## src/rtl/nand_avalon_host_if.sv

```systemverilog
// Host command/response handshake and Avalon-style register bus of the NAND controller host.
// The master modport is the host engine's view; slave is the environment's view.
interface nand_avalon_host_if #(
  parameter int unsigned CW = 5
);
  logic          cmd_valid;
  logic          cmd_ready;
  logic [CW-1:0] cmd_code;
  logic [7:0]    cmd_wdata;
  logic          cmd_has_wdata;
  logic          cmd_has_rdata;
  logic          rsp_valid;
  logic          rsp_ready;
  logic [7:0]    rsp_rdata;
  logic          rsp_timeout;
  logic          init_done;
  logic [1:0]    address;
  logic [31:0]   writedata;
  logic          pwrite;
  logic          pread;
  logic [31:0]   readdata;

  modport master (
    input  cmd_valid, cmd_code, cmd_wdata, cmd_has_wdata, cmd_has_rdata, rsp_ready, readdata,
    output cmd_ready, rsp_valid, rsp_rdata, rsp_timeout, init_done,
    output address, writedata, pwrite, pread
  );

  modport slave (
    output cmd_valid, cmd_code, cmd_wdata, cmd_has_wdata, cmd_has_rdata, rsp_ready, readdata,
    input  cmd_ready, rsp_valid, rsp_rdata, rsp_timeout, init_done,
    input  address, writedata, pwrite, pread
  );
endinterface

```

## src/rtl/nand_avalon_host.sv

```systemverilog
// Sequences host commands into DATA/CMD register writes, polls STATUS until the controller
// is ready (bounded by POLL_TIMEOUT) and optionally reads DATA back. All outputs registered.
module nand_avalon_host #(
  parameter logic [15:0] POLL_TIMEOUT = 16'd50000,
  parameter int unsigned CW           = 5
) (
  input logic                clk,
  input logic                resetn,
  nand_avalon_host_if.master bus
);

  typedef enum logic [3:0] {
    StInit, StIdle, StWrData, StWrDataGap, StWrCmd, StWrCmdGap,
    StPoll, StPollGap, StRdData, StRdGap, StResp
  } state_e;

  state_e        state_q;
  logic [CW-1:0] code_q;
  logic [7:0]    wdata_q;
  logic          has_rdata_q;
  logic [1:0]    status_q;
  logic [7:0]    rdata_q;
  logic [15:0]   poll_cnt_q;

  logic        status_done;
  logic [15:0] poll_cnt_inc;

  // Ready means not busy (bit0 low) and ready flag (bit1) high; other bits are ignored.
  assign status_done  = (status_q == 2'b10);
  assign poll_cnt_inc = poll_cnt_q + 16'd1;

  always_ff @(posedge clk or negedge resetn) begin
    if (!resetn) begin
      state_q         <= StInit;
      code_q          <= '0;
      wdata_q         <= '0;
      has_rdata_q     <= 1'b0;
      status_q        <= '0;
      rdata_q         <= '0;
      poll_cnt_q      <= '0;
      bus.cmd_ready   <= 1'b0;
      bus.rsp_valid   <= 1'b0;
      bus.rsp_rdata   <= '0;
      bus.rsp_timeout <= 1'b0;
      bus.init_done   <= 1'b0;
      bus.address     <= '0;
      bus.writedata   <= '0;
      bus.pwrite      <= 1'b1;
      bus.pread       <= 1'b1;
    end else begin
      unique case (state_q)
        // Init reuses the poll/gap pair; init_done low marks the unbounded start-up poll.
        StInit: begin
          bus.pread   <= 1'b0;
          bus.address <= 2'd2;
          state_q     <= StPoll;
        end
        StIdle: begin
          if (bus.cmd_valid) begin
            bus.cmd_ready <= 1'b0;
            code_q        <= bus.cmd_code;
            wdata_q       <= bus.cmd_wdata;
            has_rdata_q   <= bus.cmd_has_rdata;
            bus.pwrite    <= 1'b0;
            if (bus.cmd_has_wdata) begin
              bus.address   <= 2'd0;
              bus.writedata <= {24'h0, bus.cmd_wdata};
              state_q       <= StWrData;
            end else begin
              bus.address   <= 2'd1;
              bus.writedata <= 32'(bus.cmd_code);
              state_q       <= StWrCmd;
            end
          end
        end
        StWrData: begin
          bus.pwrite <= 1'b1;
          state_q    <= StWrDataGap;
        end
        StWrDataGap: begin
          bus.pwrite    <= 1'b0;
          bus.address   <= 2'd1;
          bus.writedata <= 32'(code_q);
          state_q       <= StWrCmd;
        end
        StWrCmd: begin
          bus.pwrite <= 1'b1;
          state_q    <= StWrCmdGap;
        end
        StWrCmdGap: begin
          poll_cnt_q    <= '0;
          bus.pread     <= 1'b0;
          bus.address   <= 2'd2;
          bus.writedata <= '0;
          state_q       <= StPoll;
        end
        StPoll: begin
          bus.pread <= 1'b1;
          status_q  <= bus.readdata[1:0];
          state_q   <= StPollGap;
        end
        StPollGap: begin
          if (!bus.init_done) begin
            if (status_done) begin
              bus.init_done <= 1'b1;
              bus.cmd_ready <= 1'b1;
              bus.address   <= 2'd0;
              state_q       <= StIdle;
            end else begin
              bus.pread <= 1'b0;
              state_q   <= StPoll;
            end
          end else if (status_done && has_rdata_q) begin
            bus.pread   <= 1'b0;
            bus.address <= 2'd0;
            state_q     <= StRdData;
          end else if (status_done || (poll_cnt_inc == POLL_TIMEOUT)) begin
            bus.rsp_valid   <= 1'b1;
            bus.rsp_rdata   <= '0;
            bus.rsp_timeout <= !status_done;
            bus.address     <= 2'd0;
            state_q         <= StResp;
          end else begin
            poll_cnt_q <= poll_cnt_inc;
            bus.pread  <= 1'b0;
            state_q    <= StPoll;
          end
        end
        StRdData: begin
          bus.pread <= 1'b1;
          rdata_q   <= bus.readdata[7:0];
          state_q   <= StRdGap;
        end
        StRdGap: begin
          bus.rsp_valid   <= 1'b1;
          bus.rsp_rdata   <= rdata_q;
          bus.rsp_timeout <= 1'b0;
          state_q         <= StResp;
        end
        StResp: begin
          if (bus.rsp_ready) begin
            bus.rsp_valid   <= 1'b0;
            bus.rsp_rdata   <= '0;
            bus.rsp_timeout <= 1'b0;
            bus.cmd_ready   <= 1'b1;
            state_q         <= StIdle;
          end
        end
        default: state_q <= StInit;
      endcase
    end
  end

endmodule

```

## src/flat_wrapper.sv

```systemverilog
// flat-port wrapper written by rule: the top's interface ports become plain ports
module nand_avalon_host_flat 
#(
  parameter logic [15:0] POLL_TIMEOUT = 16'd50000,
  parameter int unsigned CW           = 5
)
  (clk, resetn, bus_cmd_valid, bus_cmd_code, bus_cmd_wdata, bus_cmd_has_wdata, bus_cmd_has_rdata, bus_rsp_ready, bus_readdata, bus_cmd_ready, bus_rsp_valid, bus_rsp_rdata, bus_rsp_timeout, bus_init_done, bus_address, bus_writedata, bus_pwrite, bus_pread);
  nand_avalon_host_if #(.CW(CW)) bus_i ();
  input logic clk;
  input logic resetn;
  input wire logic [$bits(bus_i.cmd_valid)-1:0] bus_cmd_valid;
  input wire logic [$bits(bus_i.cmd_code)-1:0] bus_cmd_code;
  input wire logic [$bits(bus_i.cmd_wdata)-1:0] bus_cmd_wdata;
  input wire logic [$bits(bus_i.cmd_has_wdata)-1:0] bus_cmd_has_wdata;
  input wire logic [$bits(bus_i.cmd_has_rdata)-1:0] bus_cmd_has_rdata;
  input wire logic [$bits(bus_i.rsp_ready)-1:0] bus_rsp_ready;
  input wire logic [$bits(bus_i.readdata)-1:0] bus_readdata;
  output wire logic [$bits(bus_i.cmd_ready)-1:0] bus_cmd_ready;
  output wire logic [$bits(bus_i.rsp_valid)-1:0] bus_rsp_valid;
  output wire logic [$bits(bus_i.rsp_rdata)-1:0] bus_rsp_rdata;
  output wire logic [$bits(bus_i.rsp_timeout)-1:0] bus_rsp_timeout;
  output wire logic [$bits(bus_i.init_done)-1:0] bus_init_done;
  output wire logic [$bits(bus_i.address)-1:0] bus_address;
  output wire logic [$bits(bus_i.writedata)-1:0] bus_writedata;
  output wire logic [$bits(bus_i.pwrite)-1:0] bus_pwrite;
  output wire logic [$bits(bus_i.pread)-1:0] bus_pread;
  assign bus_i.cmd_valid = bus_cmd_valid;
  assign bus_i.cmd_code = bus_cmd_code;
  assign bus_i.cmd_wdata = bus_cmd_wdata;
  assign bus_i.cmd_has_wdata = bus_cmd_has_wdata;
  assign bus_i.cmd_has_rdata = bus_cmd_has_rdata;
  assign bus_i.rsp_ready = bus_rsp_ready;
  assign bus_i.readdata = bus_readdata;
  assign bus_cmd_ready = bus_i.cmd_ready;
  assign bus_rsp_valid = bus_i.rsp_valid;
  assign bus_rsp_rdata = bus_i.rsp_rdata;
  assign bus_rsp_timeout = bus_i.rsp_timeout;
  assign bus_init_done = bus_i.init_done;
  assign bus_address = bus_i.address;
  assign bus_writedata = bus_i.writedata;
  assign bus_pwrite = bus_i.pwrite;
  assign bus_pread = bus_i.pread;
  nand_avalon_host #(.POLL_TIMEOUT(POLL_TIMEOUT), .CW(CW)) u_core (.clk(clk), .resetn(resetn), .bus(bus_i));
endmodule
```

## config.mk

```make
export PLATFORM = sky130hd
export DESIGN_NAME = nand_avalon_host_flat
export DESIGN_NICKNAME = d
export VERILOG_FILES = /design/src/rtl/nand_avalon_host_if.sv /design/src/rtl/nand_avalon_host.sv /design/src/flat_wrapper.sv
export SDC_FILE = /design/constraint.sdc
export NUM_CORES = 1
export LEC_CHECK = 0
export ABC_AREA = 0
export BUFFER_PORTS_ARGS = -buffer_cell sky130_fd_sc_hd__buf_2
export CAP_MARGIN = 25
export CORE_MARGIN = 2
export CORE_UTILIZATION = 40
export CTS_CLUSTER_DIAMETER = 150
export DETAILED_ROUTE_END_ITERATION = 6
export PLACE_DENSITY = 0.68
export SYNTH_ARGS = -nofsm -noshare
export SYNTH_HDL_FRONTEND = slang
export SYNTH_SLANG_ARGS = --single-unit
```

## constraint.sdc

```tcl
create_clock -name clk -period 3.8 [get_ports clk]
set_input_delay 0.38 -clock clk [delete_from_list [all_inputs] [get_ports clk]]
set_output_delay 0.38 -clock clk [all_outputs]
set_load 0.05 [all_outputs]
```

==> results.sh <==
export IMPL_track_usage_pct=17.36
export IMPL_ctsHtreeMaxLevel=3
export IMPL_detail_route_wl_per_cell_um=14.74
export IMPL_p_leak_nw=1.824
export IMPL_numCtsBuffers=9
export IMPL_clockBufferDepth=2
export IMPL_worstPathMaxFanout=9
export IMPL_maxCapViolCount=0
export IMPL_root_buffer="clkbuf_8"
export IMPL_synth_top_flop_cell="dfrtp_1"
export IMPL_placedCellCount=538
export IMPL_fin_crit_sh_pct=71.33
export IMPL_tns_ps=0
export IMPL_fp_coreArea_um2=8763
export IMPL_fin_nets=494
export IMPL_crit_required_ps=4020
export IMPL_grt_pass1_vias=2954
export IMPL_p_total_mw=3.197
export IMPL_via_per_inst=5.638
export IMPL_area_growth_pct=12.37
export IMPL_status="complete, no violations"
export IMPL_drtIter0Drc=218
export IMPL_grt_met2_usage_pct=27.86
export IMPL_drt_pass1_iterations=4
export IMPL_ys_seq_area_share_pct=41.53
export IMPL_insertion_delay_ps=340
export IMPL_synth_top_family_by_area="simple AND/OR/NAND/NOR gates"
export IMPL_initial_core_util_pct=41.32
export IMPL_hold_path_class="input port to asynchronous set/reset pin"
export IMPL_clk_pin_slew_worst_paths_ps=80
export IMPL_synth_cells=399
export IMPL_async_reset_ff_share_pct=100.0
export IMPL_synthAdderAreaFrac_pct=0.3455
export IMPL_synth_warnings=0
export IMPL_met1_usage_pct=23.58
export IMPL_slew_violations=0
export IMPL_top_usage_layer="met2"
export IMPL_power_density_nw_per_um2=785.6
export IMPL_rows=34
export IMPL_synth_compound_area_share_pct=20.42
export IMPL_synth_xor_area_share_pct=0.9675
export IMPL_syn_area_um2=3621
export IMPL_drcViolationCount=0
export IMPL_ant_nets=0
export IMPL_slowest_delay_ps=610
export IMPL_grt_max_degree=33
export IMPL_cp_slowest_cell="a221oi_2"
export IMPL_dp_hpwl_um=5704
export IMPL_setup_worst_path_start_class="flip-flop"
export IMPL_instances_no_fill=555
export IMPL_hold_buffers=0
export IMPL_place_congestion=0.8755
export IMPL_clock_skew_ps=12.46
export IMPL_synth_area_per_cell_um2=9.075
export IMPL_synth_edf_count=0
export IMPL_vias=3129
export IMPL_diodes=0
export IMPL_post_route_util_pct=46.43
export IMPL_portBuffers=50
export IMPL_layout_commonest_cell="dfrtp_1"
export IMPL_min_period_ps=2711
export IMPL_grt_overflow_total=0
export IMPL_grt_pass1_wl_um=13920
export IMPL_cts_num_sinks=60
export IMPL_max_clock_freq_ghz=0.3689
export IMPL_antenna_found_initial=0
export IMPL_synth_mux_area_share_pct=6.634
export IMPL_setup_viol=0
export IMPL_yosys_area_share_simple_pct=20.59
export IMPL_seqCellArea_um2=1504
export IMPL_layout_common_cells="58 x dfrtp_1, 50 x buf_2, 33 x nor2_1"
export IMPL_ios=99
export IMPL_tritoncts="done"
export IMPL_die_area_um2=9830
export IMPL_die_x_um=99.15
export IMPL_layout_drive_gt1_share_pct=23.04
export IMPL_worst_ep_arrival_time_ps=2930
export IMPL_rsz0062_at_grt="no"
export IMPL_max_vdd_ir_drop_v=0.0005478
export IMPL_multi_input_area_um2=1863
export IMPL_synth_cell_types=68
export IMPL_critical_path_class="flip-flop to flip-flop"
export IMPL_die_height_um=99.15
export IMPL_tightest_slew_ps=804.6
export IMPL_gr_usage_met3_pct=3.725
export IMPL_holdWs_ps=85.60
export IMPL_nFillCells=823
export IMPL_cts_resized=0
export IMPL_crit_chain="ha_1, nand2_1, nor4_2, xnor2_1, nor2_1, a221oi_2, a21oi_1, a211o_1"
export IMPL_max_slew_margin_pct=46.36
export IMPL_cp_end_kind="flip-flop"
export IMPL_final_hold_viol_count=0
export IMPL_ys_ff_latch=60
export IMPL_wl_um=8179
export IMPL_cts_setup_buffers=0
## where the power goes
part	switching [mW]	internal (mW)	leakage [nW]	total [mW]
registers	0.190	0.842	0.722	1.03
logic	1.10	0.484	1.01	1.58
clock network	0.277	0.306	0.0958	0.583
total	1.56	1.63	1.82	3.20
## metrics by stage
| stage | setup slack, ps | cell area [um2] |
|---|---|---|
| 6_report | 1089 | 4069 |
| 5_1_grt | 783.2 | 4069 |
| 4_1_cts | 1081 | 4061 |
| 3_5_place_dp | 1142 | 3861 |
| 3_3_place_gp | 1205 | 3861 |
| 2_1_floorplan | 1516 | 3707 |
## worst max-delay path, delay by kind of cell, from the launching register on
kind            cells  cell delay [ps]
fa+ha+maj           1              240
flops               1              450
xor+xnor            1              200
simple gates        3              640
compound gates      3             1070
## synthesized netlist by cell type, types with 3 or more instances
cell	count	area, um2
o21ai_1	8	40.04
o21ai_0	13	65.06
nor2_1	33	123.9
o22ai_1	3	18.77
mux2i_1	6	60.06
nand3_1	28	140.1
and3_1	9	56.30
nand4_1	4	25.02
a21oi_1	31	155.2
and2_1	4	25.02
a31oi_1	3	18.77
o31ai_1	3	22.52
mux2_2	16	180.2
and4_1	4	35.03
inv_1	18	67.56
xnor2_1	3	26.28
dfrtp_1	58	1451
a22o_1	3	26.28
nand2_1	22	82.58
clkbuf_1	21	78.83
buf_4	24	180.2
or4_1	6	45.04
a211o_1	3	26.28
a32oi_1	9	78.83
nor3_1	14	70.07
## metal layers
metal	wire length (um)	vias to the layer above	share of wire, %
li1	-	1513	-
met1	3701	1512	45
met2	3949	93	48
met4	108	0	1.3
met5	0	-	0
met3	420	11	5.1
## path summary, 6_finish.rpt
| kind | to | depth (start not counted) | slack (ps) | start |
|---|---|---|---|---|
| worst max-delay path | u_core.poll_cnt_q[11] | 8 | 1090 | u_core.poll_cnt_q[0] |
| worst max register to register | u_core.poll_cnt_q[11] | 8 | 1090 | u_core.poll_cnt_q[0] |
| worst min-delay path | u_core.code_q[2] | 1 | 90 | resetn |
| max in group asynchronous | u_core.bus.pread | 2 | 2820 | resetn |
| min in group clk | u_core.bus.writedata[7] | 2 | 260 | bus_cmd_wdata[7] |
| worst min register to register | u_core.bus.rsp_rdata[3] | 2 | 500 | u_core.rdata_q[3] |
## flip-flops by register name, summed over array words and instances, names as in the netlist
register                count
u_core.bus.address          2
u_core.bus.cmd_ready        1
u_core.bus.init_done        1
u_core.bus.pread            1
u_core.bus.pwrite           1
u_core.bus.rsp_rdata        8
u_core.bus.rsp_timeout      1
u_core.bus.rsp_valid        1
u_core.bus.writedata        8
u_core.code_q               5
u_core.has_rdata_q          1
u_core.poll_cnt_q          16
u_core.rdata_q              8
u_core.state_q              4
u_core.status_q             2
## cells by family after synthesis
kind of cell    count (synthesis)
simple gates                  141
compound gates                104
buf+inv                        66
flops                          60
mux                            22
xor+xnor                        4
fa+ha+maj                       1
other cells                     1
## area by class of cell
class | count | share of cell area (%)
clock buffers | 9 | 3.044
clock inverters | 7 | 1.876
inverters | 19 | 1.753
multi-input cells | 296 | 45.79
flip-flops and latches | 60 | 36.96
well taps | 108 | 3.321
repair buffers | 56 | 7.257
Note: power is estimated with default switching activity, not from simulation.
